===== src/rtl/bist_pkg.sv =====
// Shared definitions for the March C- BIST controller: element table, op
// encoding and FSM states. Optional diagnostics are enabled by BIST_DIAG_EN.
package bist_pkg;

   localparam logic [2:0] M0 = 3'd0;
   localparam logic [2:0] M1 = 3'd1;
   localparam logic [2:0] M2 = 3'd2;
   localparam logic [2:0] M3 = 3'd3;
   localparam logic [2:0] M4 = 3'd4;
   localparam logic [2:0] M5 = 3'd5;
   localparam logic [2:0] MARCH_LAST = M5;

   typedef enum logic {OP_R = 1'b0, OP_W = 1'b1} op_e;

   typedef enum logic [1:0] {IDLE = 2'd0, RUN = 2'd1, DRAIN = 2'd2, DONE = 2'd3} state_e;

   typedef struct packed {
      logic down;
      logic two_ops;
      op_e  op0;
      logic val0;
      op_e  op1;
      logic val1;
   } elem_cfg_t;

   function automatic logic elem_is_down(input logic [2:0] e);
      return (e == M3) || (e == M4);
   endfunction

   function automatic elem_cfg_t elem_cfg(input logic [2:0] e);
      elem_cfg_t c;
      c.down = elem_is_down(e);
      case (e)
         M0:      begin c.two_ops = 1'b0; c.op0 = OP_W; c.val0 = 1'b0; c.op1 = OP_W; c.val1 = 1'b0; end
         M1, M3:  begin c.two_ops = 1'b1; c.op0 = OP_R; c.val0 = 1'b0; c.op1 = OP_W; c.val1 = 1'b1; end
         M2, M4:  begin c.two_ops = 1'b1; c.op0 = OP_R; c.val0 = 1'b1; c.op1 = OP_W; c.val1 = 1'b0; end
         default: begin c.two_ops = 1'b0; c.op0 = OP_R; c.val0 = 1'b0; c.op1 = OP_R; c.val1 = 1'b0; end
      endcase
      return c;
   endfunction

endpackage


===== src/rtl/bist_addr_gen.sv =====
// Up/down address counter for the March sequencer; load has priority over step
// and tc_o flags the last cell in the current direction.
module bist_addr_gen #(
   parameter int AWIDTH = 4
) (
   input  logic              clk_i,
   input  logic              rst_ni,
   input  logic              load_i,
   input  logic              load_max_i,
   input  logic              step_i,
   input  logic              down_i,
   output logic [AWIDTH-1:0] addr_o,
   output logic              tc_o
);

   logic [AWIDTH-1:0] addr_q, addr_d;

   always_comb begin
      addr_d = addr_q;
      if (load_i)
         addr_d = load_max_i ? {AWIDTH{1'b1}} : {AWIDTH{1'b0}};
      else if (step_i)
         addr_d = down_i ? addr_q - AWIDTH'(1) : addr_q + AWIDTH'(1);
   end

   always_ff @(posedge clk_i or negedge rst_ni) begin
      if (!rst_ni) addr_q <= '0;
      else         addr_q <= addr_d;
   end

   assign addr_o = addr_q;
   assign tc_o   = down_i ? (addr_q == {AWIDTH{1'b0}}) : (addr_q == {AWIDTH{1'b1}});

endmodule


===== src/rtl/march_bist_ctrl.sv =====
// March C- BIST controller: one RAM op per cycle, one-cycle delayed compare.
// Define BIST_DIAG_EN to build fail_elem/fail_addr/fail_cnt; otherwise they are 0.
module march_bist_ctrl
   import bist_pkg::*;
#(
   parameter int AWIDTH = 4
) (
   input  logic              clk,
   input  logic              reset,
   input  logic              start,
   output logic [AWIDTH-1:0] wr_addr,
   output logic [AWIDTH-1:0] rd_addr,
   output logic              data_in,
   output logic              we,
   output logic              re,
   input  logic              data_out,
   output logic              busy,
   output logic              done,
   output logic              pass,
   output logic [2:0]        fail_elem,
   output logic [AWIDTH-1:0] fail_addr,
   output logic [7:0]        fail_cnt
);

   state_e            state_q, state_d;
   logic [2:0]        elem_q, elem_d;
   logic              op_q, op_d;
   logic [AWIDTH-1:0] addr;
   logic              tc;
   logic              ag_load, ag_load_max, ag_step;
   elem_cfg_t         cfg;
   op_e               cur_op;
   logic              cur_val;
   logic              running, cell_done, last_op, start_ok;
   logic              cmp_vld_q, cmp_exp_q, mismatch;
   logic              mis_any_q, pass_q;

   assign cfg       = elem_cfg(elem_q);
   assign cur_op    = op_q ? cfg.op1  : cfg.op0;
   assign cur_val   = op_q ? cfg.val1 : cfg.val0;
   assign running   = (state_q == RUN);
   assign cell_done = !cfg.two_ops || op_q;
   assign last_op   = running && cell_done && tc && (elem_q == MARCH_LAST);
   assign start_ok  = start && ((state_q == IDLE) || (state_q == DONE));

   bist_addr_gen #(.AWIDTH(AWIDTH)) u_addr_gen (
      .clk_i      (clk),
      .rst_ni     (reset),
      .load_i     (ag_load),
      .load_max_i (ag_load_max),
      .step_i     (ag_step),
      .down_i     (cfg.down),
      .addr_o     (addr),
      .tc_o       (tc)
   );

   always_ff @(posedge clk or negedge reset) begin
      if (!reset) state_q <= IDLE;
      else        state_q <= state_d;
   end

   always_comb begin
      state_d = state_q;
      case (state_q)
         IDLE:    if (start)   state_d = RUN;
         RUN:     if (last_op) state_d = DRAIN;
         DRAIN:                state_d = DONE;
         DONE:    if (start)   state_d = RUN;
         default:              state_d = IDLE;
      endcase
   end

   always_comb begin
      we      = running && (cur_op == OP_W);
      re      = running && (cur_op == OP_R);
      wr_addr = we ? addr : '0;
      rd_addr = re ? addr : '0;
      data_in = we && cur_val;
      busy    = (state_q == RUN) || (state_q == DRAIN);
      done    = (state_q == DONE);
   end

   // Element/op/address sequencing; counters return to M0 @0 after the last op.
   always_comb begin
      elem_d      = elem_q;
      op_d        = op_q;
      ag_load     = 1'b0;
      ag_load_max = 1'b0;
      ag_step     = 1'b0;
      if (start_ok) begin
         elem_d  = M0;
         op_d    = 1'b0;
         ag_load = 1'b1;
      end else if (running) begin
         if (!cell_done) begin
            op_d = 1'b1;
         end else begin
            op_d = 1'b0;
            if (!tc) begin
               ag_step = 1'b1;
            end else if (elem_q == MARCH_LAST) begin
               elem_d  = M0;
               ag_load = 1'b1;
            end else begin
               elem_d      = elem_q + 3'd1;
               ag_load     = 1'b1;
               ag_load_max = elem_is_down(elem_q + 3'd1);
            end
         end
      end
   end

   always_ff @(posedge clk or negedge reset) begin
      if (!reset) begin
         elem_q <= M0;
         op_q   <= 1'b0;
      end else begin
         elem_q <= elem_d;
         op_q   <= op_d;
      end
   end

   // RAM data_out lags re by one cycle, so the expected bit is staged to match.
   assign mismatch = cmp_vld_q && (data_out != cmp_exp_q);

   always_ff @(posedge clk or negedge reset) begin
      if (!reset) begin
         cmp_vld_q <= 1'b0;
         cmp_exp_q <= 1'b0;
         mis_any_q <= 1'b0;
         pass_q    <= 1'b0;
      end else begin
         cmp_vld_q <= re;
         if (re) cmp_exp_q <= cur_val;
         if (start_ok) begin
            mis_any_q <= 1'b0;
            pass_q    <= 1'b0;
         end else begin
            if (mismatch) mis_any_q <= 1'b1;
            if (state_q == DRAIN) pass_q <= !(mis_any_q || mismatch);
         end
      end
   end

   assign pass = pass_q;

`ifdef BIST_DIAG_EN
   logic [2:0]        cmp_elem_q, fail_elem_q;
   logic [AWIDTH-1:0] cmp_addr_q, fail_addr_q;
   logic [7:0]        fail_cnt_q;

   always_ff @(posedge clk or negedge reset) begin
      if (!reset) begin
         cmp_elem_q  <= '0;
         cmp_addr_q  <= '0;
         fail_elem_q <= '0;
         fail_addr_q <= '0;
         fail_cnt_q  <= '0;
      end else begin
         if (re) begin
            cmp_elem_q <= elem_q;
            cmp_addr_q <= addr;
         end
         if (start_ok) begin
            fail_elem_q <= '0;
            fail_addr_q <= '0;
            fail_cnt_q  <= '0;
         end else if (mismatch) begin
            if (!mis_any_q) begin
               fail_elem_q <= cmp_elem_q;
               fail_addr_q <= cmp_addr_q;
            end
            if (fail_cnt_q != 8'hFF) fail_cnt_q <= fail_cnt_q + 8'd1;
         end
      end
   end

   assign fail_elem = fail_elem_q;
   assign fail_addr = fail_addr_q;
   assign fail_cnt  = fail_cnt_q;
`else
   assign fail_elem = '0;
   assign fail_addr = '0;
   assign fail_cnt  = '0;
`endif

endmodule


===== config.mk =====
export PLATFORM = sky130hd
export DESIGN_NAME = march_bist_ctrl
export DESIGN_NICKNAME = d
export VERILOG_FILES = /design/src/rtl/bist_pkg.sv /design/src/rtl/bist_addr_gen.sv /design/src/rtl/march_bist_ctrl.sv
export SDC_FILE = /design/constraint.sdc
export NUM_CORES = 1
export LEC_CHECK = 0
export BUFFER_PORTS_ARGS = -buffer_cell sky130_fd_sc_hd__buf_2
export CAP_MARGIN = 10
export CORE_ASPECT_RATIO = 1.5
export CORE_MARGIN = 3
export CORE_UTILIZATION = 55
export CTS_CLUSTER_DIAMETER = 30
export DETAILED_ROUTE_END_ITERATION = 8
export PLACE_DENSITY = 0.83
export SYNTH_ARGS = -nofsm -noshare
export SYNTH_HDL_FRONTEND = slang
export SYNTH_SLANG_ARGS = --single-unit

===== constraint.sdc =====
create_clock -name clk -period 3.4 [get_ports clk]
set_input_delay 0.51 -clock clk [delete_from_list [all_inputs] [get_ports clk]]
set_output_delay 0.51 -clock clk [all_outputs]
set_load 0.02 [all_outputs]

=== Word-level counts from Yosys, hierarchy flattened ===
Index checks and enable logic that the tools add are counted.

* Logic and storage cells: 94
* Output and inout port bits: 29
* Register bits: 14
* Input port bits: 4

* Add/sub/neg operators: 3
* Eq/ne operators: 14
* Bitwise logic cells: 1
* Multiplexer cells: 38
* Reductions and logical operators: 30

{| class="wikitable"
|+ Operators by type and width
! cell !! number
|-
| $mux W4 || 6
|-
| $mux W1 || 23
|-
| $mux W3 || 5
|-
| $pmux W5 S3 || 1
|-
| $reduce_bool A2 Y1 || 6
|-
| $eq A3 B2 Y1 const B || 3
|-
| $eq A3 B3 Y1 const B || 3
|-
| $logic_and A1 B1 Y1 || 8
|-
| $logic_or A1 B1 Y1 || 6
|-
| $pmux W2 S3 || 1
|-
| $reduce_or A2 Y1 || 3
|-
| $add A4 B1 Y4 const B || 1
|-
| $eq A2 B2 Y1 const B || 2
|-
| $eq A4 B4 Y1 const B || 1
|-
| $logic_not A4 Y1 || 1
|-
| $mux W2 || 2
|-
| $ne A2 B1 Y1 const B || 2
|-
| $sub A4 B1 Y4 const B || 1
|-
| $add A3 B1 Y3 const B || 1
|-
| $eq A3 B1 Y1 const B || 1
|-
| $logic_not A3 Y1 || 1
|-
| $reduce_and A3 Y1 || 1
|-
| $eq A2 B1 Y1 const B || 1
|-
| $logic_not A1 Y1 || 2
|-
| 4 further kinds || 4
|}

=== Depth between registers and ports, before layout ===
Gate-level depths: netlist (run 1).

* Depth after elaboration: 10
* Mapped depth: 9
* Depth with buffers taken out: 8

=== Modules after synthesis ===
Synthesis (run 1) repeated with hierarchy kept, for this count alone.

* Cells, all modules: 142
* Area total of the unflattened synthesis: 1192.4 um^2

{| class="wikitable"
|+ By module, submodules not included
! module !! instances !! area an instance (um^2) !! seq. area each (um^2) !! cells each
|-
| march_bist_ctrl || 1 || 843.3 || 250.2 || 104
|-
| bist_addr_gen || 1 || 349.1 || 100.1 || 38
|}

=== Worst setup path after synthesis (run 1) ===
OpenSTA, ideal clock, no wires.

* Kind: flip-flop to output port
* Start point: register elem_q[0]
* End point: output rd_addr[1]
* Cell stages (with the launch flop): 9
* Buffers on the path: 1
* Required time: 2.890 ns
* Arrival: 2.009 ns
* Path slack: 0.881 ns
* Path through: dfrtp_1 buf_6 inv_1 nor2_1 ha_1 o31ai_1 o31ai_1 nor2_1 and2_1

* Cells in the longest elaborated chain, start to end: 7
* Elaborated cells between the ends (all ways): 12
* Classes of those cells: eq/ne (4); mux (3); bitwise (1); reduce/logical (4)

{| class="wikitable"
|+ Ends and longest elaborated chain
! what !! RTL line !! text
|-
| start, declared || march_bist_ctrl.sv:26 || <nowiki>logic [2:0] elem_q, elem_d;</nowiki>
|-
| start signal, assigned || march_bist_ctrl.sv:118 || <nowiki>elem_q <= elem_d;</nowiki>
|-
| $eq A3 B3 Y1, or another cell as far along || bist_pkg.sv:33 || <nowiki>case (e)</nowiki>
|-
| $reduce_or A2 Y1 || bist_pkg.sv:33 ||
|-
| $pmux W5 S3 * || bist_pkg.sv:33 ||
|-
| $mux W1 * || march_bist_ctrl.sv:39 || <nowiki>assign cur_op = op_q ? cfg.op1 : cfg.op0;</nowiki>
|-
| $not A1 Y1 * || march_bist_ctrl.sv:75 || <nowiki>re = running && (cur_op == OP_R);</nowiki>
|-
| $logic_and A1 B1 Y1 * || march_bist_ctrl.sv:75 ||
|-
| net re || march_bist_ctrl.sv:15 || <nowiki>output logic re,</nowiki>
|-
| $mux W4 * || march_bist_ctrl.sv:77 || <nowiki>rd_addr = re ? addr : '0;</nowiki>
|-
| end, declared || march_bist_ctrl.sv:12 || <nowiki>output logic [AWIDTH-1:0] rd_addr,</nowiki>
|}

The timed path passes the listed nets; every way through them passes the cells marked *.

=== Worst setup path in the final report (run 1) ===
* Start point: register elem_q[0]
* End point: output rd_addr[0]

* Cells in the longest elaborated chain, start to end: 7
* Elaborated cells between the ends (all ways): 12
* Classes of those cells: eq/ne (4); mux (3); bitwise (1); reduce/logical (4)

{| class="wikitable"
|+ Ends and longest elaborated chain
! what !! RTL line
|-
| $eq A3 B3 Y1, or another cell as far along || bist_pkg.sv:33
|-
| $reduce_or A2 Y1 || bist_pkg.sv:33
|-
| $pmux W5 S3 * || bist_pkg.sv:33
|-
| $mux W1 * || march_bist_ctrl.sv:39
|-
| $not A1 Y1 * || march_bist_ctrl.sv:75
|-
| $logic_and A1 B1 Y1 * || march_bist_ctrl.sv:75
|-
| $mux W4 * || march_bist_ctrl.sv:77
|}

Every way passes the cells marked *; elsewhere a longest branch is shown, timed or not.

==> flow_summary.json, run 1 <==
{
  "yosysMostFrequentCell": "buf_4",
  "ys_warn_count": 0,
  "syn_to_final_growth_pct": 3.97,
  "synth_top_area_share_pct": 29.3,
  "worstSetupPathType": "register to primary output",
  "synth_cell_type_count": 46,
  "hold_buffers": 0,
  "dr.pass1.iters": 4,
  "antenna_found_initial": 0,
  "combinationalPowerShare_pct": 55.0,
  "fp.dieArea_sq_mm": 0.00278,
  "dieHeight_um": 63.1,
  "wl_mm": 2.35,
  "clock-sinks": 14,
  "vias": 943,
  "antenna_left": 0,
  "synthFlopType": "dfrtp_1",
  "power_frac_clock_pct": 13.0,
  "rr_startpoint": "elem_q[2]",
  "p_leak_nw": 0.653,
  "io_pins": 33,
  "setup_viol": 0,
  "finalHoldViolCount": 0,
  "diodes": 0,
  "cts_setup_buffers": 0,
  "fin_nets": 158,
  "die_x_um": 44.1,
  "drc": 0,
  "cts_tree": "built",
  "ir_worst_vdd_uv": 384,
  "endpoint_kind": "primary output",
  "synth_edf_count": 0,
  "path_clk_slew_ns": 0.08,
  "rows": 20,
  "critPathTopFamily": "simple AND/OR/NAND/NOR gates",
  "wl_per_cell_um": 14.0,
  "overflow": 0,
  "track_usage_pct": 17.7,
  "coreArea_sq_mm": 0.00205,
  "synthArstFlopShare_pct": 100,
  "layout-drive-gt1-share_pct": 24.0,
  "min_period_ns": 2.89,
  "syn_area_per_cell_sq_um": 9.14,
  "synthCells": 131,
  "synthTopCellsByArea": "dfrtp_1 29%, buf_4 11%, ha_1 6.3%",
  "drtIter0Drc": 36,
  "clock.fmax_mhz": 347,
  "syn-cell-area_sq_mm": 0.00120,
  "cts_made_buffers": 3,
  "grt_pass1_vias": 931,
  "switching_share_pct": 46.4,
  "seq_power_share_pct": 32.0,
  "finClkSkew_ns": 0.00386,
  "tightest_slew_ns": 0.547,
  "startpoint_type": "register",
  "place.gp.congestion": 0.853,
  "numPortBuffers": 17,
  "yosys.area.top_type": "dfrtp_1",
  "slowest_stage": "dfrtp_1",
  "crit_path_max_fanout": 9,
  "clk_path_buf_depth": 2,
  "finalSetupTns_ns": 0,
  "dp_hpwl_mm": 1.84,
  "synth_common_cells": "17 x buf_4, 14 x dfrtp_1, 13 x nor2_1",
  "dpl_worst_slack_ns": 0.872,
  "initial_utilization_pct": 58.4,
  "outcome": "finished, final reports clean",
  "cp.required_ns": 2.89,
  "synth-seq-cells": 14,
  "slowest_delay_ns": 0.49,
  "switching_power_uw": 425,
  "grt_pass1_wl_mm": 3.84,
  "p_per_area_mw_per_mm2": 736,
  "r2r_slack_ns": 0.91,
  "rsz0062_at_grt": "no",
  "p_int_uw": 491,
  "critPathBufInv": 2,
  "yosysSeqAreaShare_pct": 29.3,
  "finalWorstSetupSlack_ns": 0.515,
  "slew_violations": 0,
  "clockRootBuffer": "clkbuf_4",
  "grt_max_degree": 15,
  "hold_path_class": "primary input to async pin",
  "regToRegEndpoint": "u_addr_gen.addr_o[3]",
  "crit_path_cell_trace": "inv_1 -> nor2_1 -> ha_1 -> o31ai_1 -> o31ai_1 -> nor2_1 -> and2_2 -> buf_2",
  "clk_latency_ns": 0.28,
  "r2r_cells": 8,
  "maxSlewHeadroom_pct": 63.2,
  "period_share_pct": 84.9,
  "cts_resized": 0,
  "arrival_ns": 2.38,
  "h-tree-depth": 1,
  "via_per_inst": 5.61,
  "max-cap-violations": 0
}
## layout make-up
class	instances	area (sq um)
multi-input combinational	104	719
tap	22	27.5
clock buffer	4	36.3
sequential	14	350
inverter	7	26.3
timing repair buffer	17	85.1
fill	196	807
## placed cells by master, fill, tap and decap left out, drive strengths merged, types with 2 or more instances in the layout
master	netlist	routed
buf	19	17
conb	1	15
dfrtp	14	14
nor2	13	13
inv	7	7
and2	7	7
nand2	6	6
ha	6	6
a21oi	6	6
o31ai	5	5
and3	5	5
nand3	4	4
clkbuf	1	4
xor2	3	3
a2bb2oi	3	3
a21o	3	3
nor3	2	2
o21ai	2	2
a211oi	2	2
or3b	2	2
o221ai	2	2
## stage by stage
step	hold WS, ns	total power, mW	cells	util (%)	cell area [sq um]
after global routing	0.126	0.990	168	60.7	1240
after CTS	0.116	0.919	168	60.7	1240
after detailed placement	0.422	0.797	164	58.9	1210
after floorplan	0.214	0.699	145	-	1250
after global placement	0.418	0.783	164	58.9	1210
final	0.106	0.916	168	60.7	1240
## logic make-up (layout without fill, tap and decap cells)
| family | count (synthesis) | in the layout | synth area share, % |
|---|---|---|---|
| buf+inv | 27 | 28 | 15.0 |
| other cells | 1 | 15 | 0.313 |
| xor+xnor | 4 | 4 | 2.93 |
| compound gates | 28 | 28 | 20.0 |
| mux | 2 | 2 | 1.78 |
| flops | 14 | 14 | 29.3 |
| fa+ha+maj | 7 | 7 | 7.94 |
| simple gates | 48 | 48 | 22.8 |
## state kept, by name (all words and copies together), names as in the netlist
name               cells
u_addr_gen.addr_o      4
elem_q                 3
state_q                2
cmp_exp_q              1
cmp_vld_q              1
mis_any_q              1
op_q                   1
pass                   1
## power groups by stage
stage	sequential (mW)	combinational (mW)	clock, mW
after floorplan	0.268	0.431	0
after global placement	0.292	0.491	0
after detailed placement	0.296	0.501	0
after CTS	0.292	0.505	0.122
after global routing	0.304	0.558	0.129
final	0.293	0.504	0.119
## how the worst max path moves through the flow
stage	startpoint	slack, ns	end	cells after the start
final	elem_q[0]	0.51	rd_addr[0]	8
after CTS	elem_q[0]	0.55	rd_addr[0]	8
after floorplan	elem_q[0]	0.88	rd_addr[1]	8
after detailed placement	elem_q[0]	0.87	rd_addr[0]	8
after global placement	elem_q[0]	0.97	rd_addr[0]	8
after global routing	elem_q[0]	0.36	rd_addr[0]	8
## layer usage
metal	part of all wire [%]	track usage, %	routed length, um
met1	39	19.4	912
met2	55	31.8	1300
met3	5.0	4.00	118
met4	0.60	6.04	14
met5	0	0	0
Note: power is estimated with default switching activity, not from simulation.
==> run 2: changes to the inputs <==
CORE_UTILIZATION = 47   (was 55)
PLACE_DENSITY = 0.76   (was 0.83)
clock period = 2.3 ns   (was 3.4 ns; I/O delays follow)
==> run 2 against run 1 <==
Combinational power is 72% higher. Register-to-register slack lost 0.88 ns. Clock power grew 60%. Die area grew 15%. Non-clock buffer count up 12. Global-route usage is 1.5 points higher. First-iteration DRC count fell by 17%. Clock skew grew 0.0039 ns. Largest power group unchanged.
==> flow_summary.json, run 2 (synthesis gave the netlist of run 1 again) <==
{
  "fp.dieArea_sq_mm": 0.00320,
  "hold_path.startpoint": "start",
  "max-cap-violations": 0,
  "cts_tree": "built",
  "clk_path_buf_depth": 2,
  "drc": 0,
  "r2r_slack_ns": 0.03,
  "h-tree-depth": 1,
  "coreArea_sq_mm": 0.00234,
  "final_cell_mix": "15 x conb_1, 12 x dfrtp_1, 11 x nor2_1, 11 x buf_2, 11 x buf_4",
  "arrival_ns": 2.46,
  "track_usage_pct": 19.1,
  "p_per_area_mw_per_mm2": 1020,
  "crit_path_max_fanout": 9,
  "clk_latency_ns": 0.30,
  "io_pins": 33,
  "dieHeight_um": 67.8,
  "drtIter0Drc": 30,
  "fillCellCount": 201,
  "cp.required_ns": 2.49,
  "final_cells": 181,
  "place.gp.congestion": 0.865,
  "endpoint_kind": "register",
  "multi_input_area_sq_um": 805,
  "antenna_left": 0,
  "whs_endpoint": "state_q[1]",
  "dr.pass1.iters": 4,
  "die_x_um": 47.2,
  "cts_made_buffers": 3,
  "dp_hpwl_mm": 2.04,
  "placed_area_sq_mm": 0.00125,
  "numPortBuffers": 17,
  "rr_startpoint": "elem_q[1]",
  "final_cell_area_sq_mm": 0.00146,
  "grt_pass1_vias": 975,
  "layout-drive-gt1-share_pct": 40.5,
  "rsz0062_at_grt": "yes",
  "regArea_sq_um": 353,
  "clock.fmax_mhz": 440,
  "fin_nets": 170,
  "finalHoldViolCount": 0,
  "via_per_inst": 5.50,
  "diodes": 0,
  "dp.cells": 170,
  "slew_violations": 0,
  "wl_per_cell_um": 15.7,
  "overflow": 0,
  "rows": 21,
  "outcome": "finished, final reports clean",
  "antenna_found_initial": 0,
  "path_clk_slew_ns": 0.10,
  "finClkSkew_ns": 0.00778,
  "syn_to_final_growth_pct": 22.3,
  "ir_worst_vdd_uv": 578,
  "hold_depth": 3,
  "p_total_mw": 1.49,
  "grt_pass1_wl_mm": 4.36,
  "worstSetupPathType": "register to register",
  "r2r_cells": 9,
  "wl_mm": 2.83,
  "largest_register_ffs": 4,
  "grt_max_degree": 15,
  "period_share_pct": 98.8,
  "min_period_ns": 2.27,
  "clock-sinks": 14,
  "p_leak_nw": 0.731,
  "vias": 995,
  "setup_viol": 0,
  "fin_util_pct": 62.6,
  "final_common_cell": "conb_1",
  "hold_path_class": "primary input to register",
  "startpoint_type": "register",
  "initial_utilization_pct": 51.2,
  "regToRegEndpoint": "u_addr_gen.addr_o[3]",
  "clockRootBuffer": "clkbuf_4"
}
-- run 2: cell types whose count changed in the layout (fill, tap and decap cells not counted), moves of 2 or more --
cell	previous run	this run
inv_1	7	5
buf_2	17	11
o31ai_4	0	2
dfrtp_2	0	2
buf_4	0	11
o31ai_1	5	2
and2_4	0	5
buf_6	0	6
and2_1	5	1
inv_2	0	2
dfrtp_1	14	12
nor2_1	13	11
-- run 2: cell type report --
type,instances,share of cell area (%)
multi-input combinational,104,55.0
tap,23,1.97
clock buffer,4,2.48
timing repair buffer,29,14.7
inverter,7,1.79
sequential,14,24.1
-- run 2: worst max-delay path, stage by stage, from the launching register on --
cell      delay, ns
dfrtp_2        0.43
buf_6          0.14
or3b_4         0.40
nand2_2        0.08
ha_1           0.22
a21o_2         0.22
a221oi_4       0.29
o21bai_1       0.15
and3_1         0.18
a211oi_2       0.04
-- run 2: how the worst max path moves through the flow --
stage | end | start | depth (start not counted) | slack [ns]
final | u_addr_gen.addr_o[3] | elem_q[1] | 9 | 0.03
after global routing | re | elem_q[1] | 8 | -0.05
after CTS | rd_addr[0] | elem_q[2] | 7 | 0.001
after detailed placement | rd_addr[0] | elem_q[1] | 8 | -0.01
after global placement | rd_addr[0] | elem_q[1] | 8 | 0.11
after floorplan | u_addr_gen.addr_o[3] | elem_q[0] | 9 | 0.06
-- run 2: power breakdown --
group          total, mW  internal (mW)  switching (mW)
Sequential         0.435          0.319           0.117
Combinational      0.865          0.373           0.492
Clock              0.190         0.0967          0.0934
Total               1.49          0.789           0.702
-- run 2: repair_timing --
item | in CTS | in global routing
resized for setup | 10 | 24
hold buffers | 1 | 0
pin swaps | 3 | 7
gates cloned | 0 | 0
setup endpoints to repair | 12 | 8
hold endpoints to repair | 14 | 0
buffers inserted | 3 | 3
-- run 2: per-layer routing --
metal / routed length, um / vias up / global-route usage [%]
met5: 0 / - / 0
met4: 78 / 0 / 12.5
met3: 103 / 6 / 3.42
met2: 1600 / 30 / 34.4
met1: 1050 / 474 / 19.0
li1: - / 485 / -
-- run 2: per-stage QoR --
stage                     setup TNS, ns  hold WS [ns]  setup WS, ns
final                                 0         0.390        0.0284
after floorplan                       0        0.0494        0.0625
after detailed placement        -0.0199         0.262       -0.0101
after global routing             -0.291         0.421       -0.0476
after global placement                0         0.256         0.114
after CTS                             0         0.380       0.00104
